[src/rtl/psum_acc_pkg.sv]
// psum_acc_pkg: shared definitions for the partial-sum accumulator and corelet.
// Holds the accumulator FSM state type and the default array geometry.
package psum_acc_pkg;

  // Default array geometry, reused by corelet when it instantiates psum_acc.
  localparam int unsigned default_col     = 8;
  localparam int unsigned default_psum_bw = 16;
  localparam int unsigned default_npix    = 36;
  localparam int unsigned default_nkij    = 9;

  // PMEM address width seen by the accumulator.
  localparam int unsigned pmem_aw = 9;

  typedef enum logic [1:0] {
    StIdle  = 2'd0,
    StFetch = 2'd1,
    StAcc   = 2'd2,
    StDone  = 2'd3
  } acc_state_e;

endpackage

[src/rtl/psum_acc_lane_add.sv]
// psum_lane_add: one lane of the partial-sum datapath.
// Ports:
//   a       - lane of the vector popped from the ofifo
//   b       - lane of the PMEM read data
//   add_en  - 1: sum = a + b (wrapping), 0: sum = a
//   relu_en - 1: negative sums are clipped to 0
//   sum     - lane result written back to PMEM
module psum_lane_add #(
  parameter int unsigned psum_bw = 16
) (
  input  logic [psum_bw-1:0] a,
  input  logic [psum_bw-1:0] b,
  input  logic               add_en,
  input  logic               relu_en,
  output logic [psum_bw-1:0] sum
);

  logic [psum_bw-1:0] raw;

  // Two's-complement add truncated to the lane width: signed wrap, no saturation.
  assign raw = add_en ? (a + b) : a;

  assign sum = (relu_en && raw[psum_bw-1]) ? '0 : raw;

endmodule

[src/rtl/psum_acc.sv]
// psum_acc: accumulates one kij pass of ofifo output vectors into PMEM.
// Each vector takes two cycles: FETCH pops the ofifo and reads PMEM, ACC writes
// the (optionally summed and ReLU-clipped) result back to the same address.
// Ports:
//   clk, reset   - clock, asynchronous active-high reset
//   acc_start    - pulse starting a pass (ignored while busy)
//   kij          - kernel index of the pass, sampled with acc_start
//   ofifo_out    - head vector of the ofifo, ofifo_valid - head is valid
//   ofifo_rd     - pop strobe
//   OP_q         - PMEM read data, OP_d/OP_addr/OP_cen/OP_wen - PMEM controls
//   busy         - pass in progress, acc_done - one-cycle pass-complete pulse
module psum_acc
  import psum_acc_pkg::*;
#(
  parameter int unsigned col       = default_col,
  parameter int unsigned psum_bw   = default_psum_bw,
  parameter int unsigned npix      = default_npix,
  parameter int unsigned nkij      = default_nkij,
  parameter int unsigned base_addr = 0
) (
  input  logic                     clk,
  input  logic                     reset,
  input  logic                     acc_start,
  input  logic [3:0]               kij,
  input  logic [psum_bw*col-1:0]   ofifo_out,
  input  logic                     ofifo_valid,
  output logic                     ofifo_rd,
  input  logic [psum_bw*col-1:0]   OP_q,
  output logic [psum_bw*col-1:0]   OP_d,
  output logic [pmem_aw-1:0]       OP_addr,
  output logic                     OP_cen,
  output logic                     OP_wen,
  output logic                     busy,
  output logic                     acc_done
);

  localparam int unsigned cnt_w = (npix > 1) ? $clog2(npix) : 1;

  acc_state_e state_q, state_d;

  logic [cnt_w-1:0]         cnt_q;
  logic [3:0]               kij_q;
  logic [psum_bw*col-1:0]   hold_q;
  logic [psum_bw*col-1:0]   result;
  logic                     last_vec;
  logic                     add_en;
  logic                     relu_en;

  assign last_vec = (cnt_q == cnt_w'(npix - 1));
  // The first kernel position overwrites PMEM; later ones accumulate onto it.
  assign add_en   = (kij_q != 4'd0);
  assign relu_en  = (kij_q == 4'(nkij - 1));

  // State register
  always_ff @(posedge clk or posedge reset) begin
    if (reset) begin
      state_q <= StIdle;
    end else begin
      state_q <= state_d;
    end
  end

  // Next-state logic
  always_comb begin
    state_d = state_q;
    unique case (state_q)
      StIdle:  if (acc_start) state_d = StFetch;
      StFetch: if (ofifo_valid) state_d = StAcc;
      StAcc:   state_d = last_vec ? StDone : StFetch;
      StDone:  state_d = StIdle;
      default: state_d = StIdle;
    endcase
  end

  // Datapath registers
  always_ff @(posedge clk or posedge reset) begin
    if (reset) begin
      cnt_q  <= '0;
      kij_q  <= '0;
      hold_q <= '0;
    end else begin
      if (state_q == StIdle && acc_start) begin
        kij_q <= kij;
        cnt_q <= '0;
      end
      if (state_q == StFetch && ofifo_valid) begin
        hold_q <= ofifo_out;
      end
      if (state_q == StAcc && !last_vec) begin
        cnt_q <= cnt_q + 1'b1;
      end
    end
  end

  for (genvar i = 0; i < col; i++) begin : g_lane
    psum_lane_add #(
      .psum_bw (psum_bw)
    ) u_lane (
      .a       (hold_q[i*psum_bw +: psum_bw]),
      .b       (OP_q[i*psum_bw +: psum_bw]),
      .add_en  (add_en),
      .relu_en (relu_en),
      .sum     (result[i*psum_bw +: psum_bw])
    );
  end

  // Output logic
  always_comb begin
    ofifo_rd = 1'b0;
    OP_cen   = 1'b1;
    OP_wen   = 1'b1;
    OP_d     = '0;
    OP_addr  = pmem_aw'(base_addr) + pmem_aw'(cnt_q);
    busy     = 1'b1;
    acc_done = 1'b0;
    unique case (state_q)
      StIdle: busy = 1'b0;
      StFetch: begin
        // Pop and PMEM read happen together so OP_q lines up with hold_q in ACC.
        if (ofifo_valid) begin
          ofifo_rd = 1'b1;
          OP_cen   = 1'b0;
        end
      end
      StAcc: begin
        OP_cen = 1'b0;
        OP_wen = 1'b0;
        OP_d   = result;
      end
      StDone: acc_done = 1'b1;
      default: ;
    endcase
  end

endmodule

[config.mk]
export PLATFORM = sky130hd
export DESIGN_NAME = psum_acc
export DESIGN_NICKNAME = d
export VERILOG_FILES = /design/src/rtl/psum_acc_pkg.sv /design/src/rtl/psum_acc_lane_add.sv /design/src/rtl/psum_acc.sv
export SDC_FILE = /design/constraint.sdc
export NUM_CORES = 1
export LEC_CHECK = 0
export CORE_ASPECT_RATIO = 0.75
export CORE_MARGIN = 2
export CORE_UTILIZATION = 44
export DETAILED_ROUTE_END_ITERATION = 8
export PLACE_DENSITY = 0.79
export SLEW_MARGIN = 20
export SYNTH_ARGS = -nofsm -noshare
export SYNTH_HDL_FRONTEND = slang
export SYNTH_SLANG_ARGS = --single-unit
[constraint.sdc]
create_clock -name clk -period 4.9 [get_ports clk]
set_clock_uncertainty 0.2 [all_clocks]
set_input_delay 0.735 -clock clk [delete_from_list [all_inputs] [get_ports clk]]
set_output_delay 0.735 -clock clk [all_outputs]
set_load 0.02 [all_outputs]
After elaboration in Yosys (flattened, before gate mapping)
Cells that the tools add are included.

word-level totals
  logic and storage cells = 66
  input port bits = 264
  register bits = 140
  output and inout port bits = 142

cells by class
  $add $sub $neg = 9
  reductions and logical operators = 16
  eq/ne operators = 7
  multiplexer cells = 30

operators with widths
  cell                                                  number
  2-to-1 mux 16 bit                                     16
  adder 16 bit                                          8
  2-to-1 mux 128 bit                                    1
  2-to-1 mux 6 bit                                      2
  logical AND 1 bit                                     11
  one-hot mux 2 bit (4 select lines)                    1
  adder 6 x 1 -> 6 bit (second input constant)          1
  equality test 6 bit (second input constant)           1
  2-to-1 mux 1 bit                                      6
  2-to-1 mux 2 bit                                      3
  equality test 2 bit (second input constant)           2
  equality test 4 bit (second input constant)           1
  inequality test 2 bit (second input constant)         2
  nonzero test 4 bit                                    1
  equality test 2 x 1 -> 1 bit (second input constant)  1
  logical NOT 2 bit                                     1
  one-hot mux 1 bit (2 select lines)                    1
  AND reduction 2 bit                                   1
  nonzero test 2 bit                                    1
  logical NOT 1 bit                                     1

Depth between registers and ports, before layout
Gate-level depths: netlist of run 1.

  depth after elaboration = 5
  gate-level depth with buffers = 10
  mapped depth without buffers = 9

Cells and area by module
A second synthesis of run 1 with hierarchy kept.

unflattened totals
  cell total of the unflattened synthesis = 1820
  area, all modules = 14164.8 um^2

by module, submodules not included
  module                                times used  area each (um^2)  seq. area each (um^2)  cells each
  psum_acc                              1           6343.6            3503.4                 744
  psum_lane_add (g_lane[3].u_lane ...)  5           969.7             0.0                    133
  psum_lane_add (g_lane[0].u_lane ...)  3           991.0             0.0                    137

Least setup slack after synthesis of run 1
OpenSTA, ideal clock, no wires.

  kind = in2out
  start = in OP_q[96]
  end = out OP_d[110]
  data arrival time = 3040 ps
  required time = 3965 ps
  buffers on the path = 0
  path slack = 925 ps
  cell stages on the path = 9
  cell sequence = ha_1 fa_1 a211oi_1 o21ai_1 a211o_1 a2111o_1 o211ai_1 nand4b_1 a31oi_1

between the ends
  longest elaborated chain between the ends = 5

RTL lines
  element                 RTL line                 source
  start, declared         psum_acc.sv:28           input logic [psum_bw*col-1:0] OP_q,
  adder 16 bit (*)        psum_acc_lane_add.sv:21  assign raw = add_en ? (a + b) : a;
  2-to-1 mux 16 bit (*)   psum_acc_lane_add.sv:21
  logical AND 1 bit       psum_acc_lane_add.sv:23  assign sum = (relu_en && raw[psum_bw-1]) ? '0 : raw;
  2-to-1 mux 16 bit (*)   psum_acc_lane_add.sv:23
  2-to-1 mux 128 bit (*)  psum_acc.sv:116          unique case (state_q)
  end, declared           psum_acc.sv:29           output logic [psum_bw*col-1:0] OP_d,

Mark *: on every way between the ends. The rest lies on a longest branch, timed or not.

Final worst setup path of run 1
  start = in OP_q[106]
  end = out OP_d[107]

Same word-level chain as after synthesis.

==> results.yml, run 1 <==
synthesis:
  yosysWarnings: 0
  netlist_area_um2: 13350
  synth_edf_count: 0
  synth_seq_area_share_pct: 26.25
  syn_avg_cell_area_um2: 7.383
  yosysUniqueCellTypes: 84
  synth_largest_area_cell: "dfrtp_1"
  synth_top_area_share_pct: 26.25
  ys.flop_type: "dfrtp_1"
  ys_async_sr_fraction_pct: 100.0
  syn_inst: 1808
  synth_seq_cells: 140
  synth.area.top_cells: "dfrtp_1 26%, nand2_1 16%, ha_1 11%"
setup_path:
  crit_type: "primary input to output pin"
  required_ns: 3.96
  critical-path-slowest-cell: "clkdlybuf4s50_1"
  critPathBufInv: 2
  path_max_fanout: 15
  end_kind: "output pin"
  cpPeakStageDelay_ns: 0.65
  crit_chain: "clkdlybuf4s50_1 -> ha_1 -> a21oi_1 -> o21ai_0 -> a221oi_2 -> o21a_1 -> xnor3_1 -> a21o_2 -> a21oi_1 -> clkdlybuf4s50_1"
  critPathArrivalTime_ns: 3.89
  start_kind: "primary input"
  crit_cells: 10
  reg2reg_depth: 6
  crit_family: "compound AO/OA/AOI/OAI gates"
grt:
  grt_use_met1_pct: 37.22
  busiest_layer: "met2"
  use_met2_pct: 46.81
  grt_max_degree: 92
  antenna_found_initial: 3
  grt_pass1_vias: 14090
  grtUsageTotal_pct: 28.72
  grt_pass1_wl_mm: 72.53
  overflow: 0
  grtUsageMet3_pct: 7.332
die:
  design.core.area_um2: 30000
  num_rows: 55
  start_util_pct: 44.49
  num_io_pins: 406
  fp.dieH_um: 154.8
  fp.dieW_um: 205.1
  dieArea_um2: 31760
clock_network:
  cts_buffers: 17
  htreeDepth: 4
  clkTransAtPathRegs_ns: 0.06
  cts_tree: "built"
  cts_buffer_depth: 2
  cts-root-buf: "clkbuf_16"
  cts_post_setup_buffers_inserted: 0
  clock_sinks: 140
  insertion_delay_ns: 0.42
  ctsHoldBuffers: 0
cells_and_area:
  ff_latch_area_um2: 3503
  nFillCells: 2691
  area_growth_pct: 39.62
  multi_input_area_um2: 9437
  fin_util_pct: 62.11
  fin_nets: 2585
  drive_gt1_share_pct: 6.080
  post-route-cell-area_um2: 18640
  layout.cells.non_filler: 2606
sta:
  maxSlewHeadroom_pct: 29.05
  setup_slack_ns: 0.07186
  rsz0062_at_grt: "true"
  slew_violations: 0
  period_minus_slack_ns: 4.828
  worstMarginPinSlew_ns: 1.064
  fin_crit_sh_pct: 98.53
  max_freq_mhz: 207.1
  hold_viol_final: 0
  setup_violations: 0
job:
  maxCapViolations: 0
placed_design:
  post_dp_cell_area_um2: 17910
  dp_slack_ns: -0.2266
  port_buffers: 402
  dp.cells: 2572
  place.gp.congestion: 0.9029
  hpwl_mm: 34.65
power_and_ir_drop:
  ir_drop_uv: 287.4
  p_per_area_nw_per_um2: 597.0
  p_leak_nw: 9.052
  report.power.total_w: 0.01113
route:
  wire_per_inst_um: 17.87
  dr.pass1.iters: 5
  drc_errors: 0
  routed_wl_mm: 46.57
  antenna_left: 0
  dr_total_vias: 14490
  drtIter0Drc: 793
  viasPerCell: 5.561
worst_hold_path:
  holdPathStages: 2
  hp-class: "register to register"
outcome:
  run_status: "complete, no violations"
## stage by stage
| step | TNS, ns | hold slack [ns] |
|---|---|---|
| 5_1_grt | -0.4697 | 0.3277 |
| 3_5_place_dp | -0.4696 | 0.2933 |
| 3_3_place_gp | -0.3979 | 0.2891 |
| 6_report | 0 | 0.3040 |
| 4_1_cts | 0 | 0.3082 |
| 2_1_floorplan | 0 | 0.2665 |
## flip-flops by register name, indices dropped and copies added, names as in the netlist
register	count
hold_q	128
kij_q	4
cnt_q	6
state_q	2
## cell usage after synthesis, types with 29 or more instances
master	instances
a21o_1	50
a21oi_1	161
clkbuf_1	56
dfrtp_1	140
ha_1	121
inv_1	30
nand2_1	571
nand3_1	34
nor2_1	123
nor3_1	29
o21ai_0	66
xnor2_1	34
xor2_1	40
## metal layers
metal  part of all wire (%)  wire [um]  vias to the layer above
met5                      0          0                        -
met4                    2.9       1341                        0
met2                     45      21170                      559
met1                     43      20060                     6773
met3                    8.6       3998                       74
li1                       -          -                     7086
## cells in the final DEF, fill, tap and decap left out, types with 24 or more instances in the layout
| cell type | Yosys | final |
|---|---|---|
| nand2_1 | 571 | 571 |
| clkdlybuf4s50_1 | 0 | 372 |
| a21oi_1 | 161 | 158 |
| dfrtp_1 | 140 | 140 |
| nor2_1 | 123 | 123 |
| ha_1 | 121 | 121 |
| o21ai_0 | 66 | 65 |
| a21o_1 | 50 | 47 |
| xor2_1 | 40 | 40 |
| buf_4 | 5 | 38 |
| nand3_1 | 34 | 34 |
| xnor2_1 | 34 | 34 |
| nor3_1 | 29 | 29 |
| inv_1 | 30 | 28 |
| dlymetal6s2s_1 | 0 | 25 |
| o21a_1 | 24 | 24 |
| or3_1 | 24 | 24 |
## worst min-delay path: stages (launching register included)
cell and delay, ns:
dfrtp_1 0.36, nand2_1 0.05, nand2_1 0.06
## final cells by class
type | instances | area share, %
multi-input cells | 1556 | 50.63
repair buffers | 444 | 23.85
flip-flops and latches | 140 | 18.80
clock buffers | 25 | 2.712
well taps | 399 | 2.679
inverters | 33 | 0.7049
clock inverters | 6 | 0.5774
diodes | 3 | 0.04028
## repair_timing
| item | CTS | global route |
|---|---|---|
| pin swaps | 0 | 1 |
| endpoints found under the hold margin | 0 | 0 |
| setup endpoints to repair | 5 | 62 |
| gates resized for setup | 6 | 37 |
## cells by family after synthesis
logic type                 share of synthesized area [%]
adders and majority gates                          12.54
DFF                                                26.25
AOI/OAI and AO/OA                                  22.08
other                                            0.02809
and+or+nand+nor                                    28.35
xor gates and xnor gates                           5.531
muxes                                              1.612
buffers and inverters                              3.609
## worst paths after layout
kind                        startpoint          end  slack (ns)
max reg2reg                 state_q[0]   hold_q[63]        2.23
max in group asynchronous        reset   hold_q[40]        3.03
min in group asynchronous        reset   hold_q[86]        0.65
min                        hold_q[126]  hold_q[126]        0.30
max                          OP_q[106]    OP_d[107]        0.07
min reg2reg                hold_q[126]  hold_q[126]        0.30
## power breakdown
| part | internal (W) | leakage [nW] | switching, W |
|---|---|---|---|
| sequential | 0.00169 | 1.74 | 0.000506 |
| clock | 0.000867 | 0.299 | 0.000538 |
| combinational | 0.00326 | 7.02 | 0.00427 |
Note: power is estimated with default switching activity, not from simulation.
==> inputs of run 2 (changes only) <==
--- a/config.mk
+++ b/config.mk
@@ -6,10 +6,10 @@
 export NUM_CORES = 1
 export LEC_CHECK = 0
 export CORE_ASPECT_RATIO = 0.75
-export CORE_MARGIN = 2
-export CORE_UTILIZATION = 44
+export CORE_MARGIN = 5
+export CORE_UTILIZATION = 42
 export DETAILED_ROUTE_END_ITERATION = 8
-export PLACE_DENSITY = 0.79
+export PLACE_DENSITY = 0.75
 export SLEW_MARGIN = 20
 export SYNTH_ARGS = -nofsm -noshare
 export SYNTH_HDL_FRONTEND = slang
==> run 2 against run 1 <==
  * Non-clock buffer count up 17
  * Sequential cell count unchanged
  * Register-to-register slack better by 0.06 ns
  * Largest power group unchanged
  * Cell count up 0.92%
  * Critical endpoint is now OP_d[58]
  * Clock power down 5%
==> results.yml, run 2 (synthesis gave the netlist of run 1 again) <==
power_and_ir_drop:
  seqPwrFrac_pct: 19.7
  ir_drop_uv: 268.7
  report.power.total_w: 0.01116
  p_comb_share_pct: 68.4
  switching_power_w: 0.005354
  p_int_w: 0.005802
  p_sw_share_pct: 47.99
  p_per_area_nw_per_um2: 594.8
  clockPowerShare_pct: 11.9
  p_leak_nw: 8.984
sta:
  period_minus_slack_ns: 4.802
  slew_violations: 0
  fin_hold_ws_ns: 0.3059
  setup_slack_ns: 0.09802
  maxSlewHeadroom_pct: 30.26
  worstMarginPinSlew_ns: 1.046
  fin_crit_sh_pct: 98.00
  max_freq_mhz: 208.2
  rsz0062_at_grt: "false"
  setup_violations: 0
  hold_viol_final: 0
grt:
  antenna_found_initial: 6
  grtUsageTotal_pct: 26.28
  grtUsageMet3_pct: 7.935
  grt_max_degree: 88
  grt_pass1_vias: 14110
  overflow: 0
  grt_use_met1_pct: 34.19
  grt_pass1_wl_mm: 75.59
  busiest_layer: "met2"
  use_met2_pct: 43.05
setup_path:
  critPathArrivalTime_ns: 3.87
  path_max_fanout: 15
  r2r_start: "state_q[0]"
  r2r_setup_slack_ns: 2.29
  reg2reg_depth: 6
  required_ns: 3.96
  crit_type: "primary input to output pin"
  r2r-end: "hold_q[91]"
  start_kind: "primary input"
  end_kind: "output pin"
outcome:
  run_status: "complete, no violations"
die:
  num_io_pins: 406
  num_rows: 56
  fp.dieH_um: 164.4
  fp.dieW_um: 215.9
  design.core.area_um2: 31320
  start_util_pct: 42.62
  dieArea_um2: 35480
job:
  maxCapViolations: 0
placed_design:
  place.gp.congestion: 0.9273
  dp_slack_ns: -0.09022
  hpwl_mm: 36.28
  port_buffers: 402
cells_and_area:
  area_growth_pct: 40.50
  top_register: "hold_q"
  largest_reg_flops: 128
  fin_util_pct: 59.88
  final_cell_mix: "571 x nand2_1, 378 x clkdlybuf4s50_1, 157 x a21oi_1"
  largest_registers: "hold_q (128), cnt_q (6), kij_q (4)"
  drive_gt1_share_pct: 7.156
  final_common_cell: "nand2_1"
  fin_nets: 2602
route:
  wire_per_inst_um: 18.32
  dr.pass1.iters: 7
  drtIter0Drc: 1195
  viasPerCell: 5.521
  routed_wl_mm: 48.17
  drc_errors: 0
  antenna_left: 0
  dr_total_vias: 14520
clock_network:
  cts-root-buf: "clkbuf_16"
  htreeDepth: 4
  cts_buffers: 17
  clock_sinks: 140
  clkTransAtPathRegs_ns: 0.06
  insertion_delay_ns: 0.44
  cts_tree: "built"
  cts_buffer_depth: 2
worst_hold_path:
  min_to: "hold_q[70]"
  holdCritStartpoint: "hold_q[70]"
  hp-class: "register to register"
  holdPathStages: 2
run 2: cell count changes in the layout (fill, tap and decap cells not counted), sizes merged, moves of 3 or more:
cell           delta
clkinvlp          +3
buf              +17
clkbuf            -5
dlymetal6s2s      -8
clkdlybuf4s50     +6
clkinv            +4
run 2: worst max-delay path by stage:
stage | slack (ns) | endpoint | depth (start not counted) | startpoint
floorplan | 0.21 | cnt_q[0] | 1 | reset
global placement | -0.07 | OP_d[108] | 11 | OP_q[96]
detailed placement | -0.09 | OP_d[126] | 11 | OP_q[112]
CTS | 0.01 | OP_d[76] | 11 | OP_q[64]
global route | 0.003 | OP_d[115] | 10 | OP_q[122]
finish | 0.1 | OP_d[58] | 10 | OP_q[52]
run 2: what timing repair did:
action,4_1_cts,5_1_grt
buffers inserted,0,6
pin swaps,0,2
hold buffers,0,0
resized for setup,9,36
endpoints found under the setup margin,10,62
run 2: power by group through the flow:
stage          combinational [W]  clock, W  sequential (W)
2_1_floorplan            0.00532         0         0.00207
3_3_place_gp             0.00733         0         0.00218
3_5_place_dp             0.00747         0         0.00220
4_1_cts                  0.00751   0.00136         0.00219
5_1_grt                  0.00849   0.00141         0.00227
6_report                 0.00763   0.00133         0.00219
run 2: per-layer routing:
layer | wire (um) | vias to the layer above
met3 | 3973 | 66
met2 | 22160 | 518
met4 | 952 | 8
met5 | 43 | -
met1 | 21040 | 6813
li1 | - | 7114
run 2: final cells by class:
| type | count | area, um2 |
|---|---|---|
| fillers | 2851 | 12570 |
| multi-input cells | 1556 | 9469 |
| repair buffers | 461 | 4551 |
| flip-flops and latches | 140 | 3503 |
| well taps | 406 | 508.0 |
| clock buffers | 20 | 466.7 |
| inverters | 33 | 131.4 |
| clock inverters | 12 | 120.1 |
| diodes | 2 | 5.005 |
run 2: stage by stage:
step                cell area [um2]  TNS, ns  instances
floorplan                     13360        0       1810
global placement              18000  -0.1825       2590
detailed placement            18000  -0.3622       2590
CTS                           18580        0       2622
global route                  18750        0       2629
finish                        18750        0       2630
run 2: critical path: stages:
cell and delay (ns):
clkdlybuf4s50_1 0.45, ha_1 0.38, nand3_1 0.11, o211ai_2 0.24, o41ai_4 0.09, o31a_2 0.36, xnor3_1 0.18, a21o_2 0.35
a21oi_1 0.28, clkdlybuf4s50_1 0.67
==> inputs of run 3 (changes only) <==
--- a/config.mk
+++ b/config.mk
@@ -5,11 +5,13 @@
 export SDC_FILE = /design/constraint.sdc
 export NUM_CORES = 1
 export LEC_CHECK = 0
-export CORE_ASPECT_RATIO = 0.75
+export CORE_ASPECT_RATIO = 0.6
 export CORE_MARGIN = 5
 export CORE_UTILIZATION = 42
 export DETAILED_ROUTE_END_ITERATION = 8
-export PLACE_DENSITY = 0.75
+export DONT_BUFFER_PORTS = 1
+export GPL_ROUTABILITY_DRIVEN = 0
+export PLACE_DENSITY = 0.58
 export SLEW_MARGIN = 20
 export SYNTH_ARGS = -nofsm -noshare
 export SYNTH_HDL_FRONTEND = slang
==> run 3 against run 2 <==
  * Register-to-register slack better by 0.04 ns
  * Hold slack worse by 0.21 ns
  * Critical endpoint is now OP_d[126]
  * Critical path type is now register to output pin
  * First-iteration DRC count down 26%
  * Largest power group unchanged
  * Critical path depth down 1
  * Core utilization down 14 points
  * Wire length down 5.7%
  * Design area down 23%
  * Sequential cell count unchanged
==> results.yml, run 3 (synthesis gave the netlist of run 1 again) <==
outcome:
  run_status: "complete, no violations"
grt:
  antenna_found_initial: 5
  grt_pass1_vias: 11990
  grt_pass1_wl_mm: 69.45
  overflow: 0
  grtUsageTotal_pct: 24.51
  grt_max_degree: 104
cells_and_area:
  drive_gt1_share_pct: 6.414
  largest_registers: "hold_q (128), cnt_q (6), kij_q (4)"
  top_register: "hold_q"
  final_cell_mix: "571 x nand2_1, 161 x a21oi_1, 140 x dfrtp_1"
  nFillCells: 3224
  largest_reg_flops: 128
  area_growth_pct: 7.733
  fin_util_pct: 45.97
  final_common_cell: "nand2_1"
  fin_nets: 2174
clock_network:
  insertion_delay_ns: 0.44
  cts-root-buf: "clkbuf_16"
  htreeDepth: 4
  clock_sinks: 140
  clkTransAtPathRegs_ns: 0.07
  cts_buffers: 17
  cts_post_setup_buffers_inserted: 0
  cts-resized-gates: 0
  cts_buffer_depth: 2
  ctsHoldBuffers: 0
  cts_tree: "built"
placed_design:
  port_buffers: 0
  hpwl_mm: 34.20
  dp_slack_ns: 0.6533
power_and_ir_drop:
  switching_power_w: 0.005168
  p_int_w: 0.004964
  p_leak_nw: 6.988
  p_per_area_nw_per_um2: 704.6
  p_sw_share_pct: 51.00
  ir_drop_uv: 249.9
  clockPowerShare_pct: 12.5
  seqPwrFrac_pct: 22.0
  p_comb_share_pct: 65.5
setup_path:
  start_kind: "register"
  end_kind: "output pin"
  critPathArrivalTime_ns: 3.42
  crit_type: "register to output pin"
  required_ns: 3.96
  path_max_fanout: 3
die:
  dieArea_um2: 35560
  num_rows: 50
  start_util_pct: 42.67
  fp.dieH_um: 148.1
  fp.dieW_um: 240.1
  design.core.area_um2: 31280
  num_io_pins: 406
sta:
  fin_setup_tns_ns: 0
  setup_slack_ns: 0.5442
  maxSlewHeadroom_pct: 32.54
  setup_violations: 0
  hold_viol_final: 0
  period_minus_slack_ns: 4.356
  max_freq_mhz: 229.6
  fin_hold_ws_ns: 0.1001
  slew_violations: 0
  rsz0062_at_grt: "false"
  worstMarginPinSlew_ns: 1.012
  fin_crit_sh_pct: 88.89
route:
  viasPerCell: 5.765
  drc_errors: 0
  dr.pass1.iters: 5
  wire_per_inst_um: 20.53
  antenna_left: 0
  drtIter0Drc: 890
  routed_wl_mm: 45.43
  dr_total_vias: 12760
worst_hold_path:
  hp-class: "primary input to async pin"
job:
  maxCapViolations: 0
[run 3: layout make-up]
type,instances,area (um2),area share (%)
Multi-Input combinational cell,1556,9389,65.29
Sequential cell,140,3503,24.36
Tap cell,416,520.5,3.620
Clock buffer,21,460.4,3.202
Timing Repair Buffer,33,272.8,1.897
Inverter,33,131.4,0.9136
Clock inverter,10,92.59,0.6439
Antenna cell,4,10.01,0.06961
[run 3: through the flow]
stage,power (W),cells,cell area (um2)
6_report,0.01013,2213,14380
2_1_floorplan,0.007390,1810,13360
4_1_cts,0.01013,2209,14370
3_5_place_dp,0.008800,2178,13820
5_1_grt,0.01108,2213,14380
3_3_place_gp,0.008695,2178,13820
[run 3: power groups by stage]
stage	logic [W]	clock network, W	registers [W]
after floorplan	0.00532	0	0.00207
after global placement	0.00648	0	0.00221
after detailed placement	0.00657	0	0.00223
after CTS	0.00661	0.00130	0.00221
after global routing	0.00744	0.00134	0.00230
final	0.00664	0.00127	0.00223
[run 3: critical path, cell delays in order (launching register included)]
cell and delay [ns]:
dfrtp_1 0.40, ha_1 0.22, fa_1 0.43, a211oi_1 0.33, o21ai_1 0.15, a211o_1 0.36
a2111o_1 0.37, o211ai_1 0.12, nand4b_1 0.12, a31oi_1 0.47
[run 3: routing by layer]
metal | track usage [%] | up-vias | wire length [um]
met3 | 7.265 | 48 | 3737
met4 | 6.094 | 2 | 845
li1 | - | 6277 | -
met1 | 34.66 | 6019 | 21190
met5 | 0 | - | 20
met2 | 36.91 | 412 | 19640
[run 3: final timing paths]
path                               startpoint  cells past startpoint     endpoint  slack, ns
worst max-delay path              hold_q[112]                      9    OP_d[126]       0.54
worst min-delay path                    reset                      1  hold_q[108]       0.10
worst max register to register     state_q[1]                      5   hold_q[57]       2.33
worst min register to register     hold_q[11]                      2   hold_q[11]       0.31
max in group asynchronous               reset                      2   state_q[1]       3.39
min in group clk                ofifo_out[17]                      2   hold_q[17]       0.19
